## src/rtl/alu_share_arb_pkg.sv

```systemverilog
// Shared types and constants for the shared-ALU arbiter/sequencer.
package alu_share_arb_pkg;

    localparam int unsigned XLEN       = 32;
    localparam int unsigned INSTR_HI_W = 20;

    typedef enum logic [1:0] {
        StIdle = 2'd0,
        StExec = 2'd1,
        StResp = 2'd2
    } state_e;

endpackage

```

## src/rtl/alu_share_arb_rr_arbiter.sv

```systemverilog
// Round-robin arbiter: grants the first active request at or above ptr_i, with wrap-around.
module alu_share_arb_rr_arbiter #(
    parameter int unsigned NUM_REQ = 2,
    parameter int unsigned ID_W    = 2
) (
    input  logic [NUM_REQ-1:0] req_i,
    input  logic [ID_W-1:0]    ptr_i,
    input  logic               en_i,
    output logic [NUM_REQ-1:0] gnt_o,
    output logic [ID_W-1:0]    idx_o
);

    always_comb begin
        int  j;
        logic found;
        gnt_o = '0;
        idx_o = '0;
        found = 1'b0;
        j     = 0;
        for (int k = 0; k < int'(NUM_REQ); k++) begin
            j = int'(ptr_i) + k;
            if (j >= int'(NUM_REQ)) begin
                j = j - int'(NUM_REQ);
            end
            if (en_i && !found && req_i[j]) begin
                gnt_o[j] = 1'b1;
                idx_o    = ID_W'(j);
                found    = 1'b1;
            end
        end
    end

endmodule

```

## src/rtl/alu_share_arb.sv

```systemverilog
// Shares one combinational ALU between NUM_REQ requesters: arbitrate, register operands,
// capture the result one cycle later and return it over a valid/ready response channel.
module alu_share_arb
    import alu_share_arb_pkg::*;
#(
    parameter int unsigned NUM_REQ = 2,
    parameter int unsigned TAG_W   = 4,
    parameter int unsigned ID_W    = 2
) (
    input  logic                          clk,
    input  logic                          rst_n,
    input  logic [NUM_REQ-1:0]            req_valid,
    output logic [NUM_REQ-1:0]            req_ready,
    input  logic [NUM_REQ*XLEN-1:0]       req_x1,
    input  logic [NUM_REQ*XLEN-1:0]       req_x2,
    input  logic [NUM_REQ*INSTR_HI_W-1:0] req_instr,
    input  logic [NUM_REQ-1:0]            req_opcode_4,
    input  logic [NUM_REQ*TAG_W-1:0]      req_tag,
    output logic [XLEN-1:0]               alu_x1,
    output logic [XLEN-1:0]               alu_x2,
    output logic [INSTR_HI_W-1:0]         alu_instr,
    output logic                          alu_opcode_4,
    output logic                          alu_cin,
    input  logic [XLEN-1:0]               alu_y,
    input  logic                          alu_cout,
    output logic                          rsp_valid,
    input  logic                          rsp_ready,
    output logic [XLEN-1:0]               rsp_y,
    output logic                          rsp_cout,
    output logic [ID_W-1:0]               rsp_id,
    output logic [TAG_W-1:0]              rsp_tag,
    output logic [XLEN-1:0]               op_count
);

    state_e                  state_q, state_d;
    logic [ID_W-1:0]         ptr_q, ptr_d;
    logic [XLEN-1:0]         x1_q, x1_d, x2_q, x2_d;
    logic [INSTR_HI_W-1:0]   instr_q, instr_d;
    logic                    op4_q, op4_d;
    logic [TAG_W-1:0]        tag_q, tag_d;
    logic [ID_W-1:0]         id_q, id_d;
    logic                    rsp_valid_q, rsp_valid_d;
    logic [XLEN-1:0]         y_q, y_d;
    logic                    cout_q, cout_d;
    logic [XLEN-1:0]         cnt_q, cnt_d;

    logic                    grant_ok;
    logic [NUM_REQ-1:0]      gnt;
    logic [ID_W-1:0]         gnt_idx;
    logic                    fire;

    // Gated by rst_n so no requester sees ready while the block is held in reset.
    assign grant_ok = rst_n &&
                      ((state_q == StIdle) || ((state_q == StResp) && rsp_ready));

    alu_share_arb_rr_arbiter #(
        .NUM_REQ(NUM_REQ),
        .ID_W   (ID_W)
    ) u_rr_arbiter (
        .req_i(req_valid),
        .ptr_i(ptr_q),
        .en_i (grant_ok),
        .gnt_o(gnt),
        .idx_o(gnt_idx)
    );

    assign req_ready = gnt;
    assign fire      = |gnt;

    always_comb begin
        state_d     = state_q;
        ptr_d       = ptr_q;
        x1_d        = x1_q;
        x2_d        = x2_q;
        instr_d     = instr_q;
        op4_d       = op4_q;
        tag_d       = tag_q;
        id_d        = id_q;
        rsp_valid_d = rsp_valid_q;
        y_d         = y_q;
        cout_d      = cout_q;
        cnt_d       = cnt_q;

        unique case (state_q)
            StIdle: begin
                if (fire) state_d = StExec;
            end
            StExec: begin
                y_d         = alu_y;
                cout_d      = alu_cout;
                rsp_valid_d = 1'b1;
                state_d     = StResp;
            end
            StResp: begin
                if (rsp_ready) begin
                    cnt_d       = cnt_q + 32'd1;
                    rsp_valid_d = 1'b0;
                    state_d     = fire ? StExec : StIdle;
                end
            end
            default: state_d = StIdle;
        endcase

        if (fire) begin
            x1_d    = req_x1[XLEN*int'(gnt_idx) +: XLEN];
            x2_d    = req_x2[XLEN*int'(gnt_idx) +: XLEN];
            instr_d = req_instr[INSTR_HI_W*int'(gnt_idx) +: INSTR_HI_W];
            op4_d   = req_opcode_4[gnt_idx];
            tag_d   = req_tag[TAG_W*int'(gnt_idx) +: TAG_W];
            id_d    = gnt_idx;
            ptr_d   = (int'(gnt_idx) == int'(NUM_REQ) - 1) ? '0 : gnt_idx + ID_W'(1);
        end
    end

    always_ff @(posedge clk or negedge rst_n) begin
        if (!rst_n) begin
            state_q     <= StIdle;
            ptr_q       <= '0;
            x1_q        <= '0;
            x2_q        <= '0;
            instr_q     <= '0;
            op4_q       <= 1'b0;
            tag_q       <= '0;
            id_q        <= '0;
            rsp_valid_q <= 1'b0;
            y_q         <= '0;
            cout_q      <= 1'b0;
            cnt_q       <= '0;
        end else begin
            state_q     <= state_d;
            ptr_q       <= ptr_d;
            x1_q        <= x1_d;
            x2_q        <= x2_d;
            instr_q     <= instr_d;
            op4_q       <= op4_d;
            tag_q       <= tag_d;
            id_q        <= id_d;
            rsp_valid_q <= rsp_valid_d;
            y_q         <= y_d;
            cout_q      <= cout_d;
            cnt_q       <= cnt_d;
        end
    end

    assign alu_x1       = x1_q;
    assign alu_x2       = x2_q;
    assign alu_instr    = instr_q;
    assign alu_opcode_4 = op4_q;
    assign alu_cin      = 1'b0;
    assign rsp_valid    = rsp_valid_q;
    assign rsp_y        = y_q;
    assign rsp_cout     = cout_q;
    assign rsp_id       = id_q;
    assign rsp_tag      = tag_q;
    assign op_count     = cnt_q;

endmodule

```

## config.mk

```make
export PLATFORM = sky130hd
export DESIGN_NAME = alu_share_arb
export DESIGN_NICKNAME = d
export VERILOG_FILES = /design/src/rtl/alu_share_arb_pkg.sv /design/src/rtl/alu_share_arb_rr_arbiter.sv /design/src/rtl/alu_share_arb.sv
export SDC_FILE = /design/constraint.sdc
export NUM_CORES = 1
export LEC_CHECK = 0
export CORE_AREA = 2 2 144 146
export CTS_BUF_LIST = sky130_fd_sc_hd__clkbuf_16
export CTS_CLUSTER_DIAMETER = 100
export DETAILED_ROUTE_END_ITERATION = 8
export DIE_AREA = 0 0 146 148
export GPL_ROUTABILITY_DRIVEN = 0
export PLACE_DENSITY = 0.77
export SLEW_MARGIN = 40
export SYNTH_ARGS = -nofsm -noshare
export SYNTH_HDL_FRONTEND = slang
export SYNTH_HIERARCHICAL = 1
export SYNTH_SLANG_ARGS = --single-unit
```

## constraint.sdc

```tcl
create_clock -name clk -period 2.4 [get_ports clk]
set_input_delay 0.72 -clock clk [delete_from_list [all_inputs] [get_ports clk]]
set_output_delay 0.72 -clock clk [all_outputs]
set_load 0.02 [all_outputs]
```

==> metrics.md, run 1 <==
| Metric | Value |
|---|---|
| Prevailing post-synth register cell | sky130_fd_sc_hd__dfrtp_1 |
| Die height | 148 µm |
| Highest Clock Rate | 0.419 GHz |
| Synthesis-stage register bit count | 161 |
| Port-buffer cells | about 370 |
| Startpoint-to-endpoint class of the critical path | in2out |
| Number of enable flip-flop cells after synthesis | 0 |
| Starting DRT DRC Count | 175 |
| Crit path time final | 2.39 ns |
| Worst Setup Slack, final | 0.0148 ns |
| Clock tree from TritonCTS | built |
| Fraction of synthesized area in multiplexers | 18.3% |
| Detailed-routing iteration count for the pre-antenna-repair pass | 5 |
| Largest fanout of any net on the critical path | 2 |
| Placed cell area | between 0.01 and 0.015 mm² |
| Count of placed standard cells in the final layout, fillers left out | approximately 1300 |
| Max cap viols | 0 |
| Endpoint type of the worst setup path | primary output |
| Fraction of the core area covered by cells at the end of the flow | between 50% and 60% |
| Grt ovf | 0 |
| Max-slew violation count | 0 |
| Top-area cell type share of the netlist area | roughly 57% |
| Ys async rst share | 100% |
| Layout Area Growth over Synthesis | 70.6% |
| Initial core utilization | 35.1% |
| Area of the core region | 0.0200 mm² |
| Post-Place Setup Slack | -0.935 ns |
| Top cells by area in the synthesized netlist | sky130_fd_sc_hd__dfrtp_1 (57%), sky130_fd_sc_hd__mux2i_1 (13%), sky130_fd_sc_hd__o21ai_0 (6.5%), sky130_fd_sc_hd__mux2_2 (5.6%), sky130_fd_sc_hd__nand2_1 (5.4%) |
| Setup crit start kind | primary input |
| Ys Warns | 6 |
| Global-route wire length before repair | 35700 µm |
| Top Ports | 376 |
| Global router's overall resource usage | 21.0% |
| Post-route fraction of the period consumed by the critical path | 99.4% |
| Clk_skew | 0.0134 ns |
| Commonest cells in the synthesized netlist | sky130_fd_sc_hd__dfrtp_1 (161), sky130_fd_sc_hd__nand2_1 (102), sky130_fd_sc_hd__o21ai_0 (92) |
| Library cell occupying the most area in the post-synthesis netlist | sky130_fd_sc_hd__dfrtp_1 |
| Clock sink count | 161 |
| Final-report setup violation count | 0 |
| Die area | 0.0216 mm² |
| Number of placement rows | 52 |
| Combinational family with the most area after synthesis | multiplexers |
| Number of antenna violations at the first check in global routing | 1 |
| Detailed-route vias per instance | 4.75 |
| Syn avg cell area | 11.5 µm² |
| Arrival time at the worst endpoint | 1.67 ns |
| Root buffer selected by CTS | sky130_fd_sc_hd__clkbuf_16 |
| Actual transition at the worst max-transition pin | ~0.67 ns |
| Worst-case clock buffer depth | 2 |
| Hpwl dp | approximately 17000 µm |
| Post-Syn Nets | 830 |
| Routed vias | 6122 |
| Most numerous cell in the Yosys netlist | sky130_fd_sc_hd__dfrtp_1 |
| Max H-tree Level | 4 |
| Worst max-slew margin expressed relative to the limit | 55.4% |
| DRT Wirelength | 22500 µm |
| Count of cell types in the netlist | 35 |
| Die Wd | 146 µm |
| Number of nets in the layout | 1224 |
| Sequential element share of the synthesized area | 57.2% |
| XOR/XNOR share of the synthesized area | 3.86% |
| Result of the run | finished, final reports clean |
| Residual DRC count | 0 |
| Synthesized-area fraction occupied by and/or/nand/nor cells | 11.2% |
| Clock slew at the register clock pins of the worst setup and hold paths | 0.07 ns |
| Pin count of the biggest net entering global routing | 65 |
| Setup repair after global routing missed its margin | yes |
| Post-synthesis instance total | 613 |
| Number of global-route vias before repair | approximately 6500 |
| Fraction of the mapped netlist area in compound gates | 6.93% |
| Post-route cell area | between 0.01 and 0.015 mm² |
| Final Hold Fails | 0 |
| Filler cells | 1720 |
| Leakage power summed over all cells | 0.00504 µW |
| Clock latency on the worst-skew pair | 0.42 ns |
| Synthesized-area fraction occupied by adder cells | 0.178% |
| Post-placement cell count | 1255 |
| Antenna Violating Nets Remaining | 0 |
| PD cells | 1110 mW/mm² |
| Type of the most critical hold path | in2async |
| Share of final-layout standard cells stronger than drive strength 1 | 11.5% |
| Number of buffers created by CTS | 17 |
| IR Drop Worst-Case VDD | a little under 0.6 mV |
| Required time at the worst-slack endpoint | approximately 1.7 ns |
| Avg WL per Cell | 17.4 µm |
| Post-synthesis cell area | 0.00704 mm² |
==> routing by layer <==
metal / up-vias / global-route usage, % / wire, µm
met5: - / 0 / 0
met4: 0 / 5.39 / 284
met3: 23 / 7.25 / 1790
met2: 243 / 36.6 / 11500
met1: 2947 / 24.9 / 8870
li1: 2909 / - / -
==> worst max-delay path, stage by stage <==
cell                              delay, ns
sky130_fd_sc_hd__clkdlybuf4s50_1       0.49
sky130_fd_sc_hd__buf_4                 0.13
sky130_fd_sc_hd__nand2_4               0.06
sky130_fd_sc_hd__a21oi_4               0.13
sky130_fd_sc_hd__buf_6                 0.14
==> worst paths after layout <==
path,slack [ns],cells after the start,to,start
min in group clk,0.47,1,op_count[31]$_DFFE_PN0P_,op_count[31]$_DFFE_PN0P_
hold reg to reg,0.47,1,op_count[31]$_DFFE_PN0P_,op_count[31]$_DFFE_PN0P_
setup / recovery,0.01,5,req_ready[1],req_valid[1]
max in group asynchronous,0.92,3,alu_instr[10]$_DFFE_PN0P_,rst_n
setup reg to reg,0.28,11,alu_instr[19]$_DFFE_PN0P_,state_q[1]$_DFFE_PN0P_
hold / removal,0.37,2,alu_x1[22]$_DFFE_PN0P_,rst_n
==> flip-flops by register name, indices dropped and copies added (netlist names) <==
register	cells
rsp_y	32
rsp_id	2
alu_instr	20
ptr_q	2
alu_x1	32
alu_x2	32
rsp_tag	4
op_count	32
rsp_valid	1
alu_opcode_4	1
state_q	2
rsp_cout	1
==> placed cells by master (no fill, tap or decap), types with 2 or more instances in the layout <==
cell type                         Yosys  final
sky130_fd_sc_hd__clkinv_1             0      2
sky130_fd_sc_hd__buf_12               0      8
sky130_fd_sc_hd__buf_4                1     26
sky130_fd_sc_hd__o21ai_0             92     92
sky130_fd_sc_hd__xnor2_1             25     25
sky130_fd_sc_hd__and3_1               8      7
sky130_fd_sc_hd__a21oi_4              0      2
sky130_fd_sc_hd__inv_1                4      4
sky130_fd_sc_hd__nand2_1            102    101
sky130_fd_sc_hd__clkdlybuf4s50_1      0    370
sky130_fd_sc_hd__bufinv_16            0      3
sky130_fd_sc_hd__mux2_2              35     35
sky130_fd_sc_hd__clkbuf_16            0     17
sky130_fd_sc_hd__nor2_1              10      8
sky130_fd_sc_hd__inv_8                0      2
sky130_fd_sc_hd__nand3_1             13     13
sky130_fd_sc_hd__and4_1               2      2
sky130_fd_sc_hd__dfrtp_1            161    161
sky130_fd_sc_hd__inv_6                0      4
sky130_fd_sc_hd__buf_6                0      4
sky130_fd_sc_hd__nor2_4               0      2
sky130_fd_sc_hd__mux2i_1             89     89
sky130_fd_sc_hd__nand2b_1             2      2
sky130_fd_sc_hd__clkinvlp_4           0      2
sky130_fd_sc_hd__nand4_1             10     10
sky130_fd_sc_hd__xor2_1               6      6
sky130_fd_sc_hd__nand3b_1             2      2
sky130_fd_sc_hd__nor4_4               2      2
==> cells by family (layout without fill, tap and decap cells) <==
logic type / count (synthesis) / in the layout
flops: 161 / 161
xor+xnor: 31 / 31
other cells: 1 / 2
fa+ha+maj: 1 / 1
mux: 124 / 124
compound gates: 97 / 97
buf+inv: 38 / 444
simple gates: 160 / 160
==> stage by stage <==
step,hold slack [ns],setup TNS [ns],total power (µW)
global placement,0.460,-45.43,10400
finish,0.373,0,13300
CTS,0.382,0,13400
detailed placement,0.466,-50.44,10500
global route,0.410,-0.0101,14100
floorplan,0.424,0,7230
==> final cells by class <==
type,count,area [µm²],area share (%)
multi-input cells,414,2910,24.2
clock inverters,14,179,1.49
inverters,4,15.0,0.125
repair buffers,409,4110,34.2
flip-flops and latches,161,4030,33.6
well taps,270,338,2.81
clock buffers,17,425,3.54
diodes,1,2.50,0.0208
==> power by group <==
group	switching, µW	internal (µW)
Sequential	624	3790
Combinational	3040	3030
Clock	1170	1650
Total	4830	8480
==> what timing repair did <==
| item | CTS | global route |
|---|---|---|
| setup endpoints to repair | 91 | 2 |
| resized for setup | 19 | 4 |
| hold buffers | 0 | 0 |
| buffers inserted | 1 | 2 |
| pin swaps | 1 | 2 |
(Power assumes the default switching activity.)
==> run 2: changes to the inputs <==
- CORE_AREA: 2 2 144 146 -> 5 5 143 145
- CTS_CLUSTER_DIAMETER: 100 -> 30
- DIE_AREA: 0 0 146 148 -> 0 0 148 150
- PLACE_DENSITY: 0.77 -> 0.81
==> run 2 against run 1 <==
Effect of this change: via count is 0.57% higher; critical path depth decreased by 1; fmax up 0.10%; first-iteration DRC count rose by 2.9%; global-route usage down 1.1 points; worst setup slack better by 0.0025 ns; sequential power is essentially flat; sequential share of layout area increased by 0.11 points; combinational power increased by 1%; clock-buffer cell count unchanged; design area decreased by 0.31%; largest power group unchanged.
==> metrics.md, run 2 (synthesis results as in run 1) <==
| Metric | Value |
|---|---|
| Startpoint-to-endpoint class of the critical path | in2out (unchanged) |
| Highest Clock Rate | 0.420 GHz (was 0.419 GHz) |
| Type of the most critical hold path | in2async (unchanged) |
| Detailed-routing iteration count for the pre-antenna-repair pass | 4 (was 5) |
| Ant diodes | 0 (was 1) |
| Setup repair after global routing missed its margin | no (was yes) |
| Worst hold-check slack | 0.348 ns (was 0.373 ns) |
| Port-buffer cells | 374 (unchanged) |
| Layout Area Growth over Synthesis | 70.0% (was 70.6%) |
| Initial core utilization | 36.9% (was 35.1%) |
| Starting DRT DRC Count | 180 (was 175) |
| Max H-tree Level | 4 (unchanged) |
| Setup crit start kind | primary input (unchanged) |
| Post-route fraction of the period consumed by the critical path | 99.3% (was 99.4%) |
| Actual transition at the worst max-transition pin | 0.715 ns (was 0.669 ns) |
| Fraction of the core area covered by cells at the end of the flow | 62.7% (was 59.9%) |
| Post-Place Setup Slack | -0.817 ns (was -0.935 ns) |
| Number of global-route vias before repair | 6527 (was 6502) |
| Endpoint type of the worst setup path | primary output (unchanged) |
| Crit path time final | 2.38 ns (was 2.39 ns) |
| Routed vias | 6157 (was 6122) |
| Arrival time at the worst endpoint | 1.66 ns (was 1.67 ns) |
| Buf/Inv on CP | 2 (was 3) |
| Residual DRC count | 0 (unchanged) |
| Commonest non-fill, non-tap cells in the layout | sky130_fd_sc_hd__clkdlybuf4s50_1 (370), sky130_fd_sc_hd__dfrtp_1 (161), sky130_fd_sc_hd__nand2_1 (101), sky130_fd_sc_hd__o21ai_0 (92), sky130_fd_sc_hd__mux2i_1 (89) (unchanged) |
| Detailed-route vias per instance | 4.86 (was 4.75) |
| Share of final-layout standard cells stronger than drive strength 1 | 12.4% (was 11.5%) |
| Clock latency on the worst-skew pair | 0.42 ns (about the same) |
| Clock slew at the register clock pins of the worst setup and hold paths | 0.07 ns (about the same) |
| Area of the multi-input gates | 0.00290 mm² (was 0.00291 mm²) |
| Number of placement rows | 51 (was 52) |
| Largest fanout of any net on the critical path | 3 (was 2) |
| Root buffer selected by CTS | sky130_fd_sc_hd__clkbuf_16 (unchanged) |
| Path length in cells of the critical path | 4 (was 5) |
| Crit-path cells | clkdlybuf4s50_1 > o21ai_1 > and3_4 > buf_6 (was clkdlybuf4s50_1 > buf_4 > nand2_4 > a21oi_4 > buf_6) |
| Hpwl dp | 18000 µm (was 17100 µm) |
| Max-slew violation count | 0 (unchanged) |
| Number of buffers created by CTS | 17 (unchanged) |
| Top Ports | 376 (unchanged) |
| Global-route wire length before repair | 34700 µm (was 35700 µm) |
| Number of nets in the layout | 1232 (was 1224) |
| Final-report setup violation count | 0 (unchanged) |
| Worst Setup Slack, final | 0.0173 ns (was 0.0148 ns) |
| Die area | 0.0222 mm² (was 0.0216 mm²) |
| Grt ovf | 0 (unchanged) |
| Area of the core region | 0.0191 mm² (was 0.0200 mm²) |
| Antenna Violating Nets Remaining | 0 (unchanged) |
| DRT Wirelength | 22700 µm (was 22500 µm) |
| Result of the run | finished, final reports clean (unchanged) |
| PD cells | 1100 mW/mm² (was 1110 mW/mm²) |
| Leakage power summed over all cells | 0.00506 µW (was 0.00504 µW) |
| Slowest stage delay, CP | 0.46 ns (was 0.49 ns) |
| Delay-heaviest family, CP | buffers and inverters (unchanged) |
| Die Wd | 148 µm (was 146 µm) |
| Final Hold Fails | 0 (unchanged) |
| Number of antenna violations at the first check in global routing | 0 (was 1) |
| Avg WL per Cell | 18.0 µm (was 17.4 µm) |
| Critical path's slowest cell | sky130_fd_sc_hd__clkdlybuf4s50_1 (unchanged) |
| Reg area | 0.00403 mm² (unchanged) |
| Clock tree from TritonCTS | built (unchanged) |
| Required time at the worst-slack endpoint | 1.68 ns (about the same) |
| Clock sink count | 161 (unchanged) |
| Filler cells | 1507 (was 1720) |
| Worst-case clock buffer depth | 2 (unchanged) |
| Most common cell after layout, fill and taps aside | sky130_fd_sc_hd__clkdlybuf4s50_1 (unchanged) |
| Die height | 150 µm (was 148 µm) |
| Global router's overall resource usage | 19.9% (was 21.0%) |
| Pin count of the biggest net entering global routing | 66 (was 65) |
| R2r worst-path depth | 11 (unchanged) |
| Worst max-slew margin expressed relative to the limit | 52.3% (was 55.4%) |
| Clk_skew | 0.00987 ns (was 0.0134 ns) |
| IR Drop Worst-Case VDD | 0.579 mV (was 0.588 mV) |
| Max cap viols | 0 (unchanged) |
-- run 2: changes by cell type in the layout (fill, tap and decap cells not counted), sizes merged --
cell and change:
clkbuf +1, bufinv -2, inv +3, buf +7, diode -1
-- run 2: report_power, final --
part           internal, µW  switching, µW
logic                  3050           3090
registers              3790            611
clock network          1460           1200
-- run 2: final timing paths --
kind | end | slack, ns | from
min | state_q[0]$_DFFE_PN0P_ | 0.35 | rst_n
max reg2reg | alu_x2[26]$_DFFE_PN0P_ | 0.25 | state_q[1]$_DFFE_PN0P_
max | req_ready[0] | 0.02 | req_valid[1]
max in group asynchronous | op_count[31]$_DFFE_PN0P_ | 0.94 | rst_n
min in group clk | op_count[31]$_DFFE_PN0P_ | 0.47 | op_count[31]$_DFFE_PN0P_
min reg2reg | op_count[31]$_DFFE_PN0P_ | 0.47 | op_count[31]$_DFFE_PN0P_
-- run 2: repair_timing --
| action | 4_1_cts | 5_1_grt |
|---|---|---|
| setup endpoints to repair | 32 | 1 |
| hold endpoints to repair | 0 | 0 |
| hold buffers | 0 | 0 |
| resized for setup | 18 | 1 |
| pin swaps | 1 | 1 |
| buffers inserted | 2 | 0 |
| cloned | 0 | 0 |
-- run 2: final cells by class --
type                       instances  area share (%)
clock inverter                    15            1.22
timing repair buffer             417            34.7
tap                              238            2.49
clock buffer                      17            3.55
inverter                           4           0.125
multi-input combinational        414            24.2
sequential                       161            33.7
-- run 2: layer usage --
layer | part of all wire (%) | vias to the layer above | GRT usage [%]
li1 | - | 2933 | -
met1 | 38 | 2959 | 22.2
met2 | 52 | 239 | 35.7
met3 | 8.9 | 26 | 7.45
met4 | 1.5 | 0 | 5.36
met5 | 0 | - | 0
-- run 2: per-stage QoR --
| stage | area (µm²) | TNS (ns) | total power, µW | std cells |
|---|---|---|---|---|
| final | 12000 | 0 | 13200 | 1266 |
| after floorplan | 7050 | 0 | 7230 | 613 |
| after global routing | 12000 | 0 | 13900 | 1266 |
| after global placement | 11400 | -37.33 | 10500 | 1232 |
| after CTS | 12000 | 0 | 13400 | 1266 |
| after detailed placement | 11400 | -40.97 | 10600 | 1232 |
==> run 3: changes to the inputs <==
- CORE_AREA: 5 5 143 145 -> 5 5 142 144
- DIE_AREA: 0 0 148 150 -> 0 0 147 149
- PLACE_DENSITY: 0.81 -> 0.82
- SLEW_MARGIN: 40 -> 20
- clock period: 2.4 -> 3 ns (I/O delays scaled with it)
==> run 3 against run 2 <==
Effect of this change: non-clock buffer count shrank 13; sequential power decreased by 20%; die area fell by 1.3%; register-to-register slack improved by 0.60 ns; clock-buffer cell count is the same; final cell count fell by 1.3%; core utilization rose by 0.95 points; first-iteration DRC count decreased by 4.4%; via count about the same; combinational power is 20% lower; sequential cell count unchanged.
==> metrics.md, run 3 (synthesis results as in run 1) <==
| Metric | Value |
|---|---|
| Clock slew at the register clock pins of the worst setup and hold paths | 0.06 ns (was 0.07 ns) |
| Avg WL per Cell | 18.8 µm (was 18.0 µm) |
| Highest Clock Rate | between 0.3 and 0.4 GHz |
| Total Negative Setup Slacks | 0 ns (unchanged) |
| Buf/Inv on CP | 2 (unchanged) |
| End of the critical path | req_ready[0] (unchanged) |
| Clock latency on the worst-skew pair | 0.42 ns (about the same) |
| Worst max-slew margin expressed relative to the limit | 48.0% (was 52.3%) |
| Share of final-layout standard cells stronger than drive strength 1 | 10.8% (was 12.4%) |
| Detailed-route vias per instance | 4.93 (was 4.86) |
| Clock tree from TritonCTS | built (unchanged) |
| Clock power share | 20.1% (was 20.2%) |
| Global router's overall resource usage | 21.1% (was 19.9%) |
| Critical path's slowest cell | sky130_fd_sc_hd__clkdlybuf4s50_1 (unchanged) |
| Post-CTS resize count | 10 (was 18) |
| Antenna Violating Nets Remaining | 0 (unchanged) |
| Post-route cell area | 0.0118 mm² (was 0.0120 mm²) |
| IR Drop Worst-Case VDD | 0.596 mV (was 0.579 mV) |
| Hold-fix buffers at CTS | 0 (unchanged) |
| Number of global-route vias before repair | 6503 (was 6527) |
| Max-slew violation count | 0 (unchanged) |
| Layout Area Growth over Synthesis | 68.1% (was 70.0%) |
| R2R Path End | alu_instr[9]$_DFFE_PN0P_ (was alu_x2[26]$_DFFE_PN0P_) |
| Largest fanout of any net on the critical path | 3 (unchanged) |
| PD cells | 890 mW/mm² (was 1100 mW/mm²) |
| Max cap viols | 0 (unchanged) |
| Worst-case clock buffer depth | 2 (unchanged) |
| Top Ports | 376 (unchanged) |
| Starting DRT DRC Count | 172 (was 180) |
| Max H-tree Level | 4 (unchanged) |
| Crit path time final | 2.85 ns |
| Post-route fraction of the period consumed by the critical path | between 90% and 100% |
| DRT Wirelength | 23600 µm (was 22700 µm) |
| Actual transition at the worst max-transition pin | 0.781 ns (was 0.715 ns) |
| Final-report setup violation count | 0 (unchanged) |
| Clk_skew | 0.00898 ns (was 0.00987 ns) |
| Internal Dissipation | 6590 µW (was 8300 µW) |
| Worst setup slack for register-to-register paths | 0.85 ns (was 0.25 ns) |
| Grt ovf | 0 (unchanged) |
| Delay-heaviest family, CP | buffers and inverters (unchanged) |
| Leakage power summed over all cells | 0.00499 µW (was 0.00506 µW) |
| Power dissipated by switching net loads | 3940 µW (was 4900 µW) |
| Path length in cells of the critical path | 4 (unchanged) |
| Placed cell area | 0.0113 mm² (was 0.0114 mm²) |
| Sw frac | 37.4% (was 37.1%) |
| Endpoint type of the worst setup path | primary output (unchanged) |
| Required time at the worst-slack endpoint | 2.10 ns (was 1.68 ns) |
| Number of placement rows | 50 (was 51) |
| Setup crit start kind | primary input (unchanged) |
| Arrival time at the worst endpoint | 1.95 ns (was 1.66 ns) |
| Number of nets in the layout | 1219 (was 1232) |
| R2r worst-path depth | 10 (was 11) |
| Die height | 149 µm (was 150 µm) |
| Share of total power in combinational logic | 46.5% (about the same) |
| Clock sink count | 161 (unchanged) |
| Startpoint-to-endpoint class of the critical path | in2out (unchanged) |
| Root buffer selected by CTS | sky130_fd_sc_hd__clkbuf_16 (unchanged) |
| Global-route wire length before repair | 36000 µm (was 34700 µm) |
| Commonest non-fill, non-tap cells in the layout | sky130_fd_sc_hd__clkdlybuf4s50_1 (370), sky130_fd_sc_hd__dfrtp_1 (161), sky130_fd_sc_hd__nand2_1 (102), sky130_fd_sc_hd__o21ai_0 (92), sky130_fd_sc_hd__mux2i_1 (89) (was sky130_fd_sc_hd__clkdlybuf4s50_1 (370), sky130_fd_sc_hd__dfrtp_1 (161), sky130_fd_sc_hd__nand2_1 (101), sky130_fd_sc_hd__o21ai_0 (92), sky130_fd_sc_hd__mux2i_1 (89)) |
| Pin count of the biggest net entering global routing | 70 (was 66) |
| Area of the core region | 0.0186 mm² (was 0.0191 mm²) |
| Result of the run | finished, final reports clean (unchanged) |
| Final Hold Fails | 0 (unchanged) |
| Slowest stage delay, CP | 0.44 ns (was 0.46 ns) |
| Hpwl dp | 18400 µm (was 18000 µm) |
| Fraction of power consumed by sequential logic | 33.4% (was 33.3%) |
| Worst Hold Launch | alu_instr[10]$_DFFE_PN0P_ |
| Residual DRC count | 0 (unchanged) |
| Port-buffer cells | 374 (unchanged) |
| Number of buffers created by CTS | 17 (unchanged) |
| Most common cell after layout, fill and taps aside | sky130_fd_sc_hd__clkdlybuf4s50_1 (unchanged) |
| Final total power | 10500 µW (was 13200 µW) |
| Routed vias | 6163 (was 6157) |
| Cell count of the worst hold path | 2 |
| Number of antenna violations at the first check in global routing | 1 (was 0) |
| Crit-path cells | clkdlybuf4s50_1 > o21ai_1 > and3_1 > clkdlybuf4s15_2 (was clkdlybuf4s50_1 > o21ai_1 > and3_4 > buf_6) |
| Detailed-routing iteration count for the pre-antenna-repair pass | 4 (unchanged) |
| Worst reg2reg path startpoint | state_q[1]$_DFFE_PN0P_ (unchanged) |
| Number of buffers inserted to repair setup after CTS | 0 (was 2) |
| Setup repair after global routing missed its margin | no (unchanged) |
| Type of the most critical hold path | reg2reg (was in2async) |
| CP Launch Point | req_valid[1] (unchanged) |
| Die area | 0.0219 mm² (was 0.0222 mm²) |
| Initial core utilization | 37.9% (was 36.9%) |
| Die Wd | 147 µm (was 148 µm) |
-- run 3: metal layers --
layer | GRT usage (%) | share of wire [%] | vias to the layer above
met5 | 0 | 0 | -
met2 | 38.3 | 53 | 257
met1 | 23.3 | 36 | 2983
li1 | - | - | 2897
met3 | 7.60 | 9.2 | 26
met4 | 6.43 | 1.8 | 0
-- run 3: cell type report --
type	count	area (µm²)
fill	1479	6750
timing repair buffer	404	4040
sequential	161	4030
multi-input combinational	414	2880
clock buffer	17	425
tap	234	293
clock inverter	15	151
inverter	4	15.0
antenna	1	2.50
-- run 3: power groups by stage --
stage / Clock (µW) / Combinational, µW / Sequential, µW
3_5_place_dp: 0 / 4950 / 3550
4_1_cts: 2170 / 4960 / 3530
5_1_grt: 2260 / 5210 / 3640
3_3_place_gp: 0 / 4870 / 3500
6_report: 2120 / 4900 / 3520
2_1_floorplan: 0 / 1220 / 4550
-- run 3: worst min path at each step --
stage | endpoint | slack (ns)
after floorplan | ptr_q[1]$_DFFE_PN0P_ | 0.47
after global placement | alu_instr[17]$_DFFE_PN0P_ | 0.46
after detailed placement | rsp_tag[2]$_DFFE_PN0P_ | 0.47
after CTS | alu_instr[10]$_DFFE_PN0P_ | 0.48
after global routing | op_count[31]$_DFFE_PN0P_ | 0.50
final | alu_instr[10]$_DFFE_PN0P_ | 0.48
-- run 3: worst min-delay path, delay by kind of cell (launching register included) --
family | cells | cell delay [ns]
flip-flops | 1 | 0.34
AO/OA/AOI/OAI | 1 | 0.06
AND/OR/NAND/NOR | 1 | 0.04
-- run 3: through the flow --
step                      setup slack, ns  util (%)  hold slack, ns  std cells
after floorplan                     0.208         -           0.473        613
after global placement             -0.779      60.6           0.459       1217
after detailed placement           -0.769      60.6           0.469       1217
after CTS                          0.0157      63.7           0.484       1249
after global routing               0.0682      63.7           0.498       1250
final                               0.146      63.7           0.475       1250
